$ cat src/rtl/jtlabrun_pal_pkg.sv
// Shared Labyrinth Runner video constants: colour field offsets, palette
// pipeline depth, video fetch FSM states and the colour-word decoder.
package jtlabrun_pal_pkg;

    localparam int RLSB       = 0;
    localparam int GLSB       = 5;
    localparam int BLSB       = 10;
    localparam int CW         = 5;
    localparam int PIPE_DEPTH = 2;

    typedef enum logic {
        ST_HI = 1'b0,
        ST_LO = 1'b1
    } pal_state_e;

    typedef struct packed {
        logic [CW-1:0] b;
        logic [CW-1:0] g;
        logic [CW-1:0] r;
    } rgb_t;

    // Bit 15 of the colour word carries nothing, so only 15 bits come in.
    function automatic rgb_t pal_decode(input logic [14:0] col);
        rgb_t c;
        c.r = col[RLSB +: CW];
        c.g = col[GLSB +: CW];
        c.b = col[BLSB +: CW];
        return c;
    endfunction

endpackage

$ cat src/rtl/jtframe_dual_ram.sv
// Dual-port RAM, single clock, synchronous read on both ports with
// read-before-write behaviour. Only the output registers are reset.
module jtframe_dual_ram #(
    parameter int DW      = 8,
    parameter int AW      = 8,
    parameter     SIMFILE = ""
) (
    input  logic          clk,
    input  logic          rstn,
    input  logic [DW-1:0] data0,
    input  logic [AW-1:0] addr0,
    input  logic          we0,
    output logic [DW-1:0] q0,
    input  logic [DW-1:0] data1,
    input  logic [AW-1:0] addr1,
    input  logic          we1,
    output logic [DW-1:0] q1
);

    logic [DW-1:0] mem_r [0:(2**AW)-1];
    logic [DW-1:0] q0_r;
    logic [DW-1:0] q1_r;

    // Preloading from SIMFILE is handled by the simulation environment.
    if (SIMFILE != "") begin : g_simfile
    end

    // Array writes; port 0 wins if both ports write in the same cycle.
    always_ff @(posedge clk) begin
        if (we0) begin
            mem_r[addr0] <= data0;
        end else if (we1) begin
            mem_r[addr1] <= data1;
        end
    end

    // Registered reads see the array contents from before this cycle's write.
    always_ff @(posedge clk or negedge rstn) begin
        if (!rstn) begin
            q0_r <= {DW{1'b0}};
            q1_r <= {DW{1'b0}};
        end else begin
            q0_r <= mem_r[addr0];
            q1_r <= mem_r[addr1];
        end
    end

    assign q0 = q0_r;
    assign q1 = q1_r;

endmodule

$ cat src/rtl/jtlabrun_pal.sv
// Labyrinth Runner palette stage: CPU-visible 256-byte palette RAM, two-phase
// video fetch of 16-bit colour words, blanking delay and 5-bit RGB output.
import jtlabrun_pal_pkg::*;

module jtlabrun_pal #(
    parameter SIMFILE = ""
) (
    input  logic       clk,
    input  logic       rstn,
    input  logic       pxl2_cen,
    input  logic       pxl_cen,
    input  logic       cpu_cen,
    input  logic       pal_cs,
    input  logic       cpu_rnw,
    input  logic [7:0] cpu_addr,
    input  logic [7:0] cpu_dout,
    output logic [7:0] pal_dout,
    input  logic [6:0] gfx_pxl,
    input  logic       preLHBL,
    input  logic       preLVBL,
    output logic       LHBL,
    output logic       LVBL,
    output logic [4:0] red,
    output logic [4:0] green,
    output logic [4:0] blue
);

    pal_state_e            state_r;
    logic [6:0]            idx_r;
    logic [6:0]            hi_r;
    logic [PIPE_DEPTH-1:0] hbl_r;
    logic [PIPE_DEPTH-1:0] vbl_r;
    rgb_t                  rgb_r;
    logic [7:0]            vaddr_s;
    logic [7:0]            vq_s;
    logic                  cpu_we_s;

    assign cpu_we_s = cpu_cen & pal_cs & ~cpu_rnw;

    jtframe_dual_ram #(
        .DW      (8),
        .AW      (8),
        .SIMFILE (SIMFILE)
    ) u_ram (
        .clk   (clk),
        .rstn  (rstn),
        .data0 (cpu_dout),
        .addr0 (cpu_addr),
        .we0   (cpu_we_s),
        .q0    (pal_dout),
        .data1 (8'h00),
        .addr1 (vaddr_s),
        .we1   (1'b0),
        .q1    (vq_s)
    );

    // Video read address: high byte while in HI, low byte while in LO.
    always_comb begin
        vaddr_s = {idx_r, 1'b0};
        case (state_r)
            ST_HI:   vaddr_s = {idx_r, 1'b0};
            ST_LO:   vaddr_s = {idx_r, 1'b1};
            default: vaddr_s = {idx_r, 1'b0};
        endcase
    end

    // Fetch FSM, blanking delay and RGB output registers.
    always_ff @(posedge clk or negedge rstn) begin
        if (!rstn) begin
            state_r <= ST_HI;
            idx_r   <= 7'd0;
            hi_r    <= 7'd0;
            hbl_r   <= {PIPE_DEPTH{1'b0}};
            vbl_r   <= {PIPE_DEPTH{1'b0}};
            rgb_r   <= '0;
        end else if (pxl2_cen) begin
            if (pxl_cen) begin
                state_r <= ST_HI;
                idx_r   <= gfx_pxl;
                hbl_r   <= {hbl_r[PIPE_DEPTH-2:0], preLHBL};
                vbl_r   <= {vbl_r[PIPE_DEPTH-2:0], preLVBL};
                // Gate with the stage that becomes LHBL/LVBL on this same edge.
                if (hbl_r[0] & vbl_r[0]) begin
                    rgb_r <= pal_decode({hi_r, vq_s});
                end else begin
                    rgb_r <= '0;
                end
            end else begin
                case (state_r)
                    ST_HI: begin
                        state_r <= ST_LO;
                        hi_r    <= vq_s[6:0];
                    end
                    ST_LO:   state_r <= ST_LO;
                    default: state_r <= ST_HI;
                endcase
            end
        end
    end

    assign LHBL  = hbl_r[PIPE_DEPTH-1];
    assign LVBL  = vbl_r[PIPE_DEPTH-1];
    assign red   = rgb_r.r;
    assign green = rgb_r.g;
    assign blue  = rgb_r.b;

endmodule

$ cat config.mk
export PLATFORM = sky130hd
export DESIGN_NAME = jtlabrun_pal
export DESIGN_NICKNAME = d
export VERILOG_FILES = /design/src/rtl/jtlabrun_pal_pkg.sv /design/src/rtl/jtframe_dual_ram.sv /design/src/rtl/jtlabrun_pal.sv
export SDC_FILE = /design/constraint.sdc
export NUM_CORES = 2
export LEC_CHECK = 0
export BUFFER_PORTS_ARGS = -buffer_cell sky130_fd_sc_hd__buf_2
export CORE_MARGIN = 3
export CORE_UTILIZATION = 37
export CTS_BUF_LIST = sky130_fd_sc_hd__clkbuf_8
export DETAILED_ROUTE_END_ITERATION = 8
export HOLD_SLACK_MARGIN = 0.06
export PLACE_DENSITY_LB_ADDON = 0.3
export SYNTH_ARGS = -nofsm -noshare
export SYNTH_HDL_FRONTEND = slang
export SYNTH_SLANG_ARGS = --single-unit
$ cat constraint.sdc
create_clock -name clk -period 5.1 [get_ports clk]
set_input_delay 0.765 -clock clk [delete_from_list [all_inputs] [get_ports clk]]
set_output_delay 0.765 -clock clk [all_outputs]
set_load 0.02 [all_outputs]
# Word-level counts from Yosys, hierarchy flattened

Memories as Yosys holds them, arrays and structs flattened. A register that Yosys moved wholly into a read port is not among the register bits.
Index checks and enable logic that the tools add are counted.

Word-level logic and storage cells: 24
Memories: 1
Bits in read-only memories: 0
Latch bits: 0
Output and inout port bits: 25
Input port bits: 32
Register bits after elaboration: 34
RAM bits: 2048

Memories:

| memory      | depth | width | read ports | clocked after Yosys merged registers in | wr ports | RTL line               | RTL |
|---|---|---|---|---|---|---|---|
| u_ram.mem_r | 256   | 8     | 2          | 2                                       | 1        | jtframe_dual_ram.sv:20 | `logic [DW-1:0] mem_r [0:(2**AW)-1];` |

Mux-type cells: 5
$add $sub $neg: 0
Bitwise operators: 6
Reductions and logical operators: 4
Multipliers: 0
Divide/modulo/power cells: 0
Equal/unequal tests: 0
Shift operators: 0
Order comparisons: 0

Operators by type and width:

| operator                              | number |
|---|---|
| 8-bit one-hot mux with 2 select lines | 1 |
| 15-bit 2-to-1 mux                     | 1 |
| 1-bit AND                             | 3 |
| 1-bit 2-to-1 mux                      | 3 |
| 1-bit inverter                        | 3 |
| 3-bit AND reduction                   | 1 |
| 1-bit zero test                       | 2 |
| 2-bit AND reduction                   | 1 |

# Depth between registers and ports, before layout

Depth in word-level cells: 4
Mapped depth: 12

# Cells and area by module

From an unflattened synthesis, not the netlist that was laid out.

Cell total of the unflattened synthesis: 5297
Area, all modules: 97776.3 um^2

Modules (own cells, without submodules):

| module           | cells an instance | area an instance (um^2) | instances | sequential area each (um^2) |
|---|---|---|---|---|
| jtframe_dual_ram | 5218              | 96500.1                 | 1         | 61899.4 |
| jtlabrun_pal     | 79                | 1276.2                  | 1         | 850.8 |

# Worst setup path before layout

No wires, ideal clock.

Path kind: input to register
Start: input port cpu_addr[1]
End: memory u_ram.mem_r[163][0], enable pin
Setup slack: 1751 ps
Arrival: 2979 ps
Stages on the path: 10
Buffers on the path: 6
Cells stage by stage: buf_2 buf_2 buf_2 buf_2 buf_1 nand2_1 nor2_1 nand2_1 buf_2 nor2_1

RTL lines:

| item        | RTL line               | RTL |
|---|---|---|
| from (decl) | jtlabrun_pal.sv:15     | `input logic [7:0] cpu_addr,` |
| to (decl)   | jtframe_dual_ram.sv:20 |  |

Straight into the memory's write port.

# Worst setup path in the final report

Start: register state_r
End: register u_ram.q1_r[7] (netlist: u_ram.q1[7]), read port of u_ram.mem_r

Word-level cells in the longest chain between the ends: 2

Ends and longest elaborated chain:

| item                                    | RTL line               | RTL |
|---|---|---|
| from (decl)                             | jtlabrun_pal.sv:28     | `pal_state_e state_r;` |
| from (signal assigned)                  | jtlabrun_pal.sv:70     | `state_r <= ST_HI;` |
| from (signal assigned)                  | jtlabrun_pal.sv:78     | `state_r <= ST_HI;` |
| from (signal assigned)                  | jtlabrun_pal.sv:91     | `state_r <= ST_LO;` |
| 1-bit inverter                          | n/a                    |  |
| 8-bit one-hot mux with 2 select lines * | jtlabrun_pal.sv:60     | `case (state_r)` |
| to (decl)                               | jtframe_dual_ram.sv:22 | `logic [DW-1:0] q1_r;` |

Every way passes the cells marked *; elsewhere a longest branch is shown, timed or not. The select of a mux whose other input is x is not followed.
A chain may end at the register's enable or synchronous reset.

==> out/results.ini <==
[timing]
finalMaxSlewViolations = 0
min_period_ns = 4.15
hold_viol = 0
rsz0062_at_grt = false
clock_skew_ns = 0.0710
tightestPinTransition_ns = 1.27
maxSlewHeadroom_pct = 14.4
finalSetupViolations = 0
fin_crit_sh_pct = 81.4
setup_tns_ns = 0
worst_slack_ns = 0.947
hold_slack_ns = 0.300
max_freq_ghz = 0.241

[logic_synthesis]
synth_cell_type_count = 59
ys_seq_elements = 2098
ys.flop_type = edfxtp_1
syn_avg_cell_area_um2 = 19.8
ys_seq_area_share_pct = 64.5
yosys_warnings = 0
synth_area_um2 = 97300
synthArstFlopShare_pct = 2.38
synth_fp_nets = 4953
synthCells = 4921
synth_edf_count = 2048

[worst_setup_path]
crit_required_ns = 6.02
crit_family = compound AO/OA/AOI/OAI gates
crit_path_frequent_cell = mux4_2
crit_chain = buf_12 > mux4_2 > mux4_2 > a211o_1 > a211oi_1 > nor4_1
crit_slowest_cell = a211oi_1
rrSetupSlack_ns = 0.95
max_stage_delay_ns = 0.97
path_class = flip-flop to flip-flop
cp_max_fo = 48
critical_path_buf_inv_count = 1
endpoint_kind = flip-flop
worst_setup_path_start_kind = flip-flop
cp_data_arrival_time_ns = 5.07

[clocking]
cts_tree = built
worstSkewPairLatency_ns = 1.10
cts.clk_slew.worst_paths_ns = 0.06
cts-buffers-inserted = 368
cts_root_buf = clkbuf_8
cts.htree.levels = 5
clock-sinks = 2098
post_cts_resized = 0
cts_buffer_depth = 4

[power]
ir_drop_v = 0.000323
finalPower_mw = 38.7
p_leak_nw = 35.9
pwr_density_cell_nw_per_um2 = 349

[detailed_routing]
drtIter0Drc = 8057
ant_nets = 0
first_pass_iters = 6
drcViolationCount = 0
wl_per_cell_um = 35.8
vias_per_cell = 6.30
drt-total-wl_um = 330000
vias = 58000

[cells_and_area]
fin_nets = 5483
final_util_pct = 42.5
drive_gt1_share_pct = 36.1
finalInstanceArea_um2 = 111000
synthToLayoutAreaGrowth_pct = 14.0
fin_cells = 9219

[run_status]
status = complete, no violations

[floorplanning]
row_count = 187
io-pin-count = 57
die_w_um = 519
initial_core_util_pct = 37.3
dieArea_um2 = 269000
core_um2 = 261000
die_height_um = 519

[place]
place_congestion = 0.936
place_area_um2 = 104000
io_buffers = 56
dp_cells = 8565
dpl_worst_slack_ns = 0.246
hpwl_um = 218000

[grt]
grtUsageMet1_pct = 32.0
grt_max_degree = 161
grt_pass1_vias = 58300
use_met2_pct = 37.2
overflow = 0
antenna_found_initial = 9
track_usage_pct = 24.0
grt_util_met3_pct = 6.06
grt-busiest-layer = met2
grt_pass1_wl_um = 458000

[min_path]
min_path_type = input pin to flip-flop

[job]
drv_cap = 0

-- power breakdown --
group          internal [mW]  total (mW)  switching (mW)
clock network           7.25        14.3            7.02
registers               19.0        19.3           0.245
logic                   2.00        5.17            3.17
total                   28.3        38.7            10.4
-- kinds of logic (layout without fill, tap and decap cells) --
logic type / after synthesis / after routing / share of synthesized area, %
flip-flops: 2098 / 2098 / 64.5
multiplexers: 1316 / 1316 / 26.5
buffers and inverters: 417 / 1211 / 2.30
AO/OA/AOI/OAI: 543 / 543 / 4.19
AND/OR/NAND/NOR: 547 / 547 / 2.47
other: 0 / 8 / 0
-- per-layer routing --
layer / up-vias / routed length (um)
met4: 4 / 16700
met5: - / 28
li1: 22500 / -
met2: 3571 / 153000
met3: 674 / 34600
met1: 31300 / 126000
-- timing repair --
item	4_1_cts	5_1_grt
setup buffers	0	0
hold buffers	12	0
endpoints found under the hold margin	67	0
-- worst paths after layout --
kind,start,end,cells past startpoint
setup / recovery,state_r,u_ram.q1[7],6
hold / removal,cpu_dout[6],u_ram.mem_r[38][6],1
setup reg to reg,state_r,u_ram.q1[7],6
hold reg to reg,hi_r[6],blue[4],1
max in group asynchronous,rstn,state_r,3
min in group asynchronous,rstn,idx_r[2],3
-- cells in the mapped netlist, drive strengths merged (23+ instances only) --
cell    number  area (um^2)
edfxtp    2048        61500
mux4      1005        22600
nor2       288         1080
mux2i      277         2770
buf        250         1610
clkbuf     161          604
a22oi      120          901
nand2      103          387
o221ai      83          727
o22ai       77          482
a21oi       66          330
a211oi      52          390
dfrtp       50         1250
a22o        45          394
nand3       35          175
mux2        34          383
nor4        29          181
a221oi      24          210
nand2b      23          144
-- layout by cell type (no fill, tap or decap), drive strengths merged, types with 6 or more instances in the layout --
master | Yosys | layout
a22oi | 120 | 120
dlygate4sd3 | 0 | 12
a311o | 8 | 8
or2 | 7 | 7
nand2b | 23 | 23
diode | 0 | 8
a311oi | 8 | 8
o221ai | 83 | 83
nand4 | 9 | 9
nor4 | 29 | 29
nor2b | 14 | 14
bufinv | 0 | 9
a221oi | 24 | 24
buf | 250 | 550
clkbuf | 161 | 384
mux2i | 277 | 277
nor3 | 22 | 22
mux4 | 1005 | 1005
a22o | 45 | 45
a21oi | 66 | 66
inv | 5 | 131
nand2 | 103 | 103
a211oi | 52 | 52
mux2 | 34 | 34
o31ai | 10 | 10
o211ai | 13 | 13
a211o | 6 | 6
o22ai | 77 | 77
nand3 | 35 | 35
dfrtp | 50 | 50
edfxtp | 2048 | 2048
nor2 | 288 | 288
clkinv | 1 | 121
-- layout make-up --
type | instances | area, um^2
antenna | 8 | 20.0
multi-input combinational | 2406 | 32300
clock inverter | 259 | 1300
fill | 22900 | 150000
clock buffer | 375 | 5160
inverter | 6 | 27.5
tap | 3496 | 4370
timing repair buffer | 571 | 4860
sequential | 2098 | 62800
-- state kept, by name, summed over array words and instances (netlist names), 5 cells and up --
register	cells
blue	5
green	5
hi_r	7
idx_r	7
red	5
u_ram.mem_r	2048
u_ram.q0	8
u_ram.q1	8
Power figures use the tool's default switching activity.
